<file path="src/rtl/mio_pkg.sv">
// Shared MIO helpers: width legality, clog2 and beat/mask arithmetic for the
// transmit packetizer.
package mio_pkg;

  function automatic bit mio_iow_ok(input int iow);
    return (iow == 8) || (iow == 16) || (iow == 32) || (iow == 64);
  endfunction

  function automatic int mio_clog2(input int v);
    int r = 0;
    for (int i = 0; i < 31; i++)
      if ((1 << i) < v) r = i + 1;
    return r;
  endfunction

  // Beats per packet
  function automatic int mio_nb(input int pw, input int iow);
    return (pw + iow - 1) / iow;
  endfunction

  // Bytes carried by the last beat (1..iow/8)
  function automatic int mio_lb(input int pw, input int iow);
    return pw / 8 - (mio_nb(pw, iow) - 1) * (iow / 8);
  endfunction

  function automatic logic [7:0] mio_full_mask(input int iow);
    return 8'((1 << (iow / 8)) - 1);
  endfunction

  function automatic logic [7:0] mio_last_mask(input int pw, input int iow);
    return 8'((1 << mio_lb(pw, iow)) - 1);
  endfunction

endpackage

</file>
<file path="src/rtl/mtx_skid.sv">
// One-entry input skid buffer; parks a packet while the packer's holding
// register is still draining.
module mtx_skid #(
  parameter int DW = 8
) (
  input  logic          i_clk,
  input  logic          i_rst,
  input  logic          i_push,
  input  logic [DW-1:0] i_data,
  input  logic          i_pop,
  output logic          o_full,
  output logic [DW-1:0] o_data
);

  logic          r_full;
  logic [DW-1:0] r_data;

  always_ff @(posedge i_clk or posedge i_rst) begin
    if (i_rst) begin
      r_full <= 1'b0;
      r_data <= '0;
    end else if (i_push) begin
      r_full <= 1'b1;
      r_data <= i_data;
    end else if (i_pop) begin
      r_full <= 1'b0;
    end
  end

  assign o_full = r_full;
  assign o_data = r_data;

endmodule

</file>
<file path="src/rtl/mtx_pack.sv">
// MIO transmit packetizer: splits PW-bit packets into IOW-wide beats with a
// per-byte valid mask. Optional input skid buffer under MTX_PACK_SKIDBUF_EN.
module mtx_pack
  import mio_pkg::*;
#(
  parameter int PW  = 104,
  parameter int IOW = 64
) (
  input  logic           io_clk,
  input  logic           reset,
  input  logic           access_in,
  input  logic [PW-1:0]  packet_in,
  output logic           wait_out,
  output logic [7:0]     io_valid,
  output logic [IOW-1:0] io_packet,
  input  logic           io_wait
);

  localparam int NB   = mio_nb(PW, IOW);
  localparam int CW   = (mio_clog2(NB) < 1) ? 1 : mio_clog2(NB);
  localparam int PADW = NB * IOW;
  localparam logic [CW-1:0] LAST_CNT  = CW'(NB - 1);
  localparam logic [7:0]    FULL_MASK = mio_full_mask(IOW);
  localparam logic [7:0]    LAST_MASK = mio_last_mask(PW, IOW);

  localparam logic [0:0] S_IDLE = 1'b0;
  localparam logic [0:0] S_SEND = 1'b1;

  if (!mio_iow_ok(IOW) || (PW % 8) != 0 || PW < IOW) begin : g_bad_cfg
    $error("mtx_pack: illegal PW/IOW combination");
  end

  logic [0:0]     r_state;
  logic [CW-1:0]  r_cnt;
  logic [PW-1:0]  r_hold;
  logic [7:0]     r_valid;
  logic [IOW-1:0] r_pkt;

  logic           w_last, w_cons, w_free, w_wait, w_load;
  logic [PW-1:0]  w_load_data;
  logic [0:0]     w_nxt_state;
  logic [CW-1:0]  w_nxt_cnt;
  logic [PW-1:0]  w_nxt_hold;
  logic [PADW-1:0] w_pad;
  logic [IOW-1:0] w_beat;

  assign w_last = (r_cnt == LAST_CNT);
  assign w_cons = (r_state == S_SEND) & ~io_wait;
  // Holding register can take a new packet this edge
  assign w_free = (r_state == S_IDLE) | (w_cons & w_last);

`ifdef MTX_PACK_SKIDBUF_EN
  logic          w_acc, w_push, w_pop, w_skid_full;
  logic [PW-1:0] w_skid_data;

  assign w_wait      = w_skid_full;
  assign w_acc       = access_in & ~w_skid_full;
  assign w_push      = w_acc & ~w_free;
  assign w_pop       = w_free & w_skid_full;
  assign w_load      = w_pop | (w_acc & w_free);
  assign w_load_data = w_skid_full ? w_skid_data : packet_in;

  mtx_skid #(.DW(PW)) u_skid (
    .i_clk  (io_clk),
    .i_rst  (reset),
    .i_push (w_push),
    .i_data (packet_in),
    .i_pop  (w_pop),
    .o_full (w_skid_full),
    .o_data (w_skid_data)
  );
`else
  // Combinational from io_wait: last-beat consume frees the holder this cycle
  assign w_wait      = ~w_free;
  assign w_load      = access_in & w_free;
  assign w_load_data = packet_in;
`endif

  always_comb begin
    w_nxt_state = r_state;
    w_nxt_cnt   = r_cnt;
    w_nxt_hold  = r_hold;
    if (w_load) begin
      w_nxt_state = S_SEND;
      w_nxt_cnt   = '0;
      w_nxt_hold  = w_load_data;
    end else if (w_cons) begin
      if (w_last) begin
        w_nxt_state = S_IDLE;
        w_nxt_cnt   = '0;
      end else begin
        w_nxt_cnt = r_cnt + CW'(1);
      end
    end
  end

  assign w_pad  = PADW'(w_nxt_hold);
  assign w_beat = w_pad[int'(w_nxt_cnt) * IOW +: IOW];

  always_ff @(posedge io_clk or posedge reset) begin
    if (reset) begin
      r_state <= S_IDLE;
      r_cnt   <= '0;
      r_hold  <= '0;
      r_valid <= '0;
      r_pkt   <= '0;
    end else begin
      r_state <= w_nxt_state;
      r_cnt   <= w_nxt_cnt;
      r_hold  <= w_nxt_hold;
      if (w_nxt_state == S_SEND) begin
        r_valid <= (w_nxt_cnt == LAST_CNT) ? LAST_MASK : FULL_MASK;
        r_pkt   <= w_beat;
      end else begin
        r_valid <= '0;
        r_pkt   <= '0;
      end
    end
  end

  assign wait_out  = w_wait;
  assign io_valid  = r_valid;
  assign io_packet = r_pkt;

endmodule

</file>
<file path="config.mk">
export PLATFORM = sky130hd
export DESIGN_NAME = mtx_pack
export DESIGN_NICKNAME = d
export VERILOG_FILES = /design/src/rtl/mio_pkg.sv /design/src/rtl/mtx_skid.sv /design/src/rtl/mtx_pack.sv
export SDC_FILE = /design/constraint.sdc
export NUM_CORES = 1
export LEC_CHECK = 0
export CORE_ASPECT_RATIO = 1.25
export CORE_UTILIZATION = 44
export DETAILED_ROUTE_END_ITERATION = 8
export PLACE_DENSITY = 0.76
export SLEW_MARGIN = 20
export SYNTH_ARGS = -nofsm -noshare
export SYNTH_HDL_FRONTEND = slang
export SYNTH_SLANG_ARGS = --single-unit
</file>
<file path="constraint.sdc">
create_clock -name io_clk -period 5.5 [get_ports io_clk]
set_clock_uncertainty 0.05 [all_clocks]
set_input_delay 0.825 -clock io_clk [delete_from_list [all_inputs] [get_ports io_clk]]
set_output_delay 0.825 -clock io_clk [all_outputs]
set_load 0.05 [all_outputs]
</file>
==> impl_metrics.prom <==
# TYPE chip_impl_metric gauge
chip_impl_metric{name="stdcell_count",unit=""} 872
chip_impl_info{name="ys.flop_type",value="sky130_fd_sc_hd__dfrtp_1"} 1
chip_impl_info{name="netlist_top_cells_area",value="sky130_fd_sc_hd__dfrtp_1 60%, sky130_fd_sc_hd__mux2_4 17%, sky130_fd_sc_hd__mux2i_1 5.6%"} 1
chip_impl_metric{name="insertion_delay",unit="ns"} 0.41
chip_impl_metric{name="critical_path_data_arrival_time",unit="ns"} 3.27
chip_impl_metric{name="num_rows",unit=""} 51
chip_impl_metric{name="synth.distinct_cells",unit=""} 26
chip_impl_metric{name="drt_drc_violations_left",unit=""} 0
chip_impl_info{name="timing_worst_setup_path_type",value="input port to output port"} 1
chip_impl_info{name="holdCritPathClass",value="register to register"} 1
chip_impl_metric{name="clock_sink_count",unit=""} 171
chip_impl_metric{name="worst-path-max-fanout",unit=""} 27
chip_impl_metric{name="timing.final.max_slew_violations",unit=""} 0
chip_impl_metric{name="holdPathStages",unit=""} 2
chip_impl_metric{name="ctsHoldBuffers",unit=""} 0
chip_impl_metric{name="post_synthesis_sequential_area_ratio",unit="%"} 59.8
chip_impl_metric{name="clock_tree.htree_level_count",unit=""} 4
chip_impl_metric{name="hold-worst-slack",unit="ns"} 0.445
chip_impl_metric{name="netlist_area",unit="sq um"} 7150
chip_impl_metric{name="grt_max_degree",unit=""} 172
chip_impl_metric{name="area_growth_syn_to_layout",unit="%"} 33.5
chip_impl_metric{name="period_share",unit="%"} 75.4
chip_impl_metric{name="clock.fmax",unit="GHz"} 0.241
chip_impl_metric{name="tightest_slew",unit="ns"} 1.04
chip_impl_metric{name="design.die.area",unit="sq um"} 16800
chip_impl_metric{name="core-area",unit="sq um"} 15800
chip_impl_metric{name="cts_buffers",unit=""} 17
chip_impl_info{name="critical_path.startpoint_type",value="input port"} 1
chip_impl_metric{name="ys_async_sr_fraction",unit="%"} 100
chip_impl_info{name="cts_tree",value="done"} 1
chip_impl_metric{name="dieHeight",unit="microns"} 145
chip_impl_metric{name="grt-ovfl-total",unit=""} 0
chip_impl_metric{name="finalCoreUtilization",unit="%"} 60.6
chip_impl_info{name="endpoint_kind",value="output port"} 1
chip_impl_metric{name="sw_pwr",unit="uW"} 2440
chip_impl_info{name="yosys-top-cells-count",value="171 x sky130_fd_sc_hd__dfrtp_1, 79 x sky130_fd_sc_hd__mux2_4, 40 x sky130_fd_sc_hd__mux2i_1, 40 x sky130_fd_sc_hd__o2bb2ai_1, 27 x sky130_fd_sc_hd__nand2_1"} 1
chip_impl_metric{name="die_w",unit="microns"} 116
chip_impl_metric{name="synth-edff-count",unit=""} 0
chip_impl_metric{name="via_count",unit=""} 4476
chip_impl_metric{name="first_pass_grt_wire_length",unit="microns"} 24800
chip_impl_info{name="cts_root_buf",value="sky130_fd_sc_hd__clkbuf_16"} 1
chip_impl_metric{name="tns",unit="ns"} 0
chip_impl_metric{name="cts_setup_buffers",unit=""} 0
chip_impl_metric{name="synthesized_instance_count",unit=""} 484
chip_impl_metric{name="antenna_cells_inserted",unit=""} 0
chip_impl_metric{name="antenna_left",unit=""} 0
chip_impl_metric{name="netlist.area_leader.share",unit="%"} 59.8
chip_impl_info{name="post-synth-top-count-cell",value="sky130_fd_sc_hd__dfrtp_1"} 1
chip_impl_metric{name="drt-pass1-iter-count",unit=""} 6
chip_impl_info{name="synth_area_leader_cell",value="sky130_fd_sc_hd__dfrtp_1"} 1
chip_impl_metric{name="rr_worst_depth",unit=""} 5
chip_impl_metric{name="hold_viol",unit=""} 0
chip_impl_metric{name="antenna_found_initial",unit=""} 0
chip_impl_metric{name="p_leak",unit="uW"} 0.00436
chip_impl_metric{name="pwr_cell_area",unit="nW/um^2"} 660
chip_impl_metric{name="place_worst_setup_slack",unit="ns"} 1.33
chip_impl_metric{name="drive_above_1_share",unit="%"} 18.5
chip_impl_metric{name="layout_setup_ws",unit="ns"} 1.35
chip_impl_metric{name="finalNetCount",unit=""} 756
chip_impl_metric{name="timing.max_slew.rel_slack",unit="%"} 30.9
chip_impl_info{name="grt_setup_unrepaired",value="false"} 1
chip_impl_metric{name="critPathRequiredTime",unit="ns"} 4.62
chip_impl_metric{name="io_pins",unit=""} 181
chip_impl_metric{name="share_clk_of_total_power",unit="%"} 18.9
chip_impl_metric{name="post-dp-hpwl",unit="microns"} 10000
chip_impl_metric{name="grt_pass1_vias",unit=""} 4919
chip_impl_metric{name="detail_route.wirelength",unit="microns"} 15700
chip_impl_metric{name="first_iter_violations",unit=""} 221
chip_impl_metric{name="floorplan.initialDensity",unit="%"} 45.4
chip_impl_metric{name="max_cap_viol_count",unit=""} 0
chip_impl_metric{name="wl_per_cell",unit="microns"} 18.1
chip_impl_metric{name="pwr-share-seq",unit="%"} 33.7
chip_impl_metric{name="setup_viol",unit=""} 0
chip_impl_metric{name="cts_max_path_buffers",unit=""} 2
chip_impl_metric{name="grt.total_usage",unit="%"} 19.7
chip_impl_metric{name="syn_nets",unit=""} 593
chip_impl_metric{name="final.fill_count",unit=""} 1229
chip_impl_metric{name="cts.clk_slew.worst_paths",unit="ns"} 0.06
chip_impl_info{name="run_status",value="completed"} 1
chip_impl_metric{name="int_power",unit="uW"} 3860
chip_impl_metric{name="ctsResizeCount",unit=""} 0
chip_impl_metric{name="port-buffer-count",unit=""} 180
chip_impl_metric{name="gp_congestion",unit=""} 0.753
chip_impl_metric{name="power.share.switching",unit="%"} 38.7
chip_impl_metric{name="vias_per_cell",unit=""} 5.13
chip_impl_metric{name="ys_warn_count",unit=""} 0
chip_impl_metric{name="ys_ff_latch",unit=""} 171
chip_impl_metric{name="p_comb_share",unit="%"} 47.4
chip_impl_metric{name="post_synth.cell_area_avg",unit="sq um"} 14.8
chip_impl_metric{name="vdd_ir_drop_max",unit="V"} 0.000293
chip_impl_metric{name="layout_min_cycle_time",unit="ns"} 4.15
chip_impl_metric{name="placed_cells",unit=""} 839
-- registers in the layout, indices dropped and copies added (netlist names) --
name / count
r_cnt: 1
io_valid: 2
r_hold: 104
io_packet: 64
-- cell families after synthesis --
kind of cell	count (synthesis)	share of synthesized area [%]
AOI/OAI and AO/OA	89	8.64
adders and majority gates	1	0.175
buffers and inverters	45	5.16
DFF	171	59.8
muxes	120	22.3
and+or+nand+nor	58	3.88
-- critical path, stage by stage --
cell	delay, ns
sky130_fd_sc_hd__clkdlybuf4s50_1	0.47
sky130_fd_sc_hd__nor2b_1	0.06
sky130_fd_sc_hd__ha_2	0.17
sky130_fd_sc_hd__nand2b_2	0.49
sky130_fd_sc_hd__inv_4	0.38
sky130_fd_sc_hd__clkdlybuf4s50_1	0.86
-- final timing paths --
| kind | from | to | slack [ns] |
|---|---|---|---|
| setup reg to reg | io_valid[4] | r_hold[65] | 2.56 |
| max in group asynchronous | reset | io_packet[47] | 3.77 |
| hold reg to reg | r_hold[63] | r_hold[63] | 0.44 |
| min in group asynchronous | reset | io_packet[29] | 0.99 |
| hold / removal | r_hold[63] | r_hold[63] | 0.44 |
| setup / recovery | io_wait | wait_out | 1.35 |
-- metal layers --
metal / global-route usage (%) / vias up / routed length [microns]
li1: - / 2038 / -
met1: 23.3 / 2275 / 6380
met5: 0 / - / 0
met4: 8.64 / 0 / 332
met3: 4.23 / 21 / 742
met2: 34.1 / 142 / 8290
-- through the flow --
step           instance area, sq um  power [uW]
2_1_floorplan                  7160        4390
3_3_place_gp                   8920        5010
3_5_place_dp                   8920        5120
4_1_cts                        9520        6350
5_1_grt                        9550        6630
6_report                       9550        6300
-- cell usage in the layout, fill, tap and decap left out --
cell type and n:
sky130_fd_sc_hd__a32oi_4 1, sky130_fd_sc_hd__clkbuf_8 4, sky130_fd_sc_hd__buf_4 2, sky130_fd_sc_hd__o2bb2ai_1 40, sky130_fd_sc_hd__clkdlybuf4s50_1 180, sky130_fd_sc_hd__mux2_2 1
sky130_fd_sc_hd__clkinv_2 2, sky130_fd_sc_hd__clkinvlp_4 3, sky130_fd_sc_hd__ha_2 1, sky130_fd_sc_hd__nand3_1 24, sky130_fd_sc_hd__mux2i_1 40, sky130_fd_sc_hd__inv_4 1
sky130_fd_sc_hd__nand3_2 1, sky130_fd_sc_hd__clkinv_4 2, sky130_fd_sc_hd__mux2_4 79, sky130_fd_sc_hd__o21ai_0 19, sky130_fd_sc_hd__buf_12 1, sky130_fd_sc_hd__nor2_4 1
sky130_fd_sc_hd__bufinv_16 2, sky130_fd_sc_hd__inv_6 1, sky130_fd_sc_hd__nand2_8 1, sky130_fd_sc_hd__dfrtp_1 171, sky130_fd_sc_hd__nand2_1 27, sky130_fd_sc_hd__nand2b_1 1
sky130_fd_sc_hd__inv_1 3, sky130_fd_sc_hd__clkbuf_1 2, sky130_fd_sc_hd__a21oi_1 24, sky130_fd_sc_hd__nand2b_2 1, sky130_fd_sc_hd__clkbuf_16 17, sky130_fd_sc_hd__buf_16 1
sky130_fd_sc_hd__o21ai_1 5, sky130_fd_sc_hd__nor2b_1 1, sky130_fd_sc_hd__nor2_1 1
-- power groups by stage --
stage / logic [uW] / registers, uW / clock network (uW)
2_1_floorplan: 1680 / 2710 / 0
3_3_place_gp: 2910 / 2110 / 0
3_5_place_dp: 2980 / 2130 / 0
4_1_cts: 3000 / 2120 / 1220
5_1_grt: 3180 / 2180 / 1280
6_report: 2990 / 2120 / 1190
-- area by class of cell --
type                       instances  area, sq um  share of cell area [%]
timing repair buffer             184         1860                    19.5
clock buffer                      23          488                    5.11
clock inverter                     9          111                    1.17
sequential                       171         4280                    44.8
multi-input combinational        268         2520                    26.4
inverter                           5         25.0                   0.262
tap                              212          265                    2.78
Power figures use the tool's default switching activity.
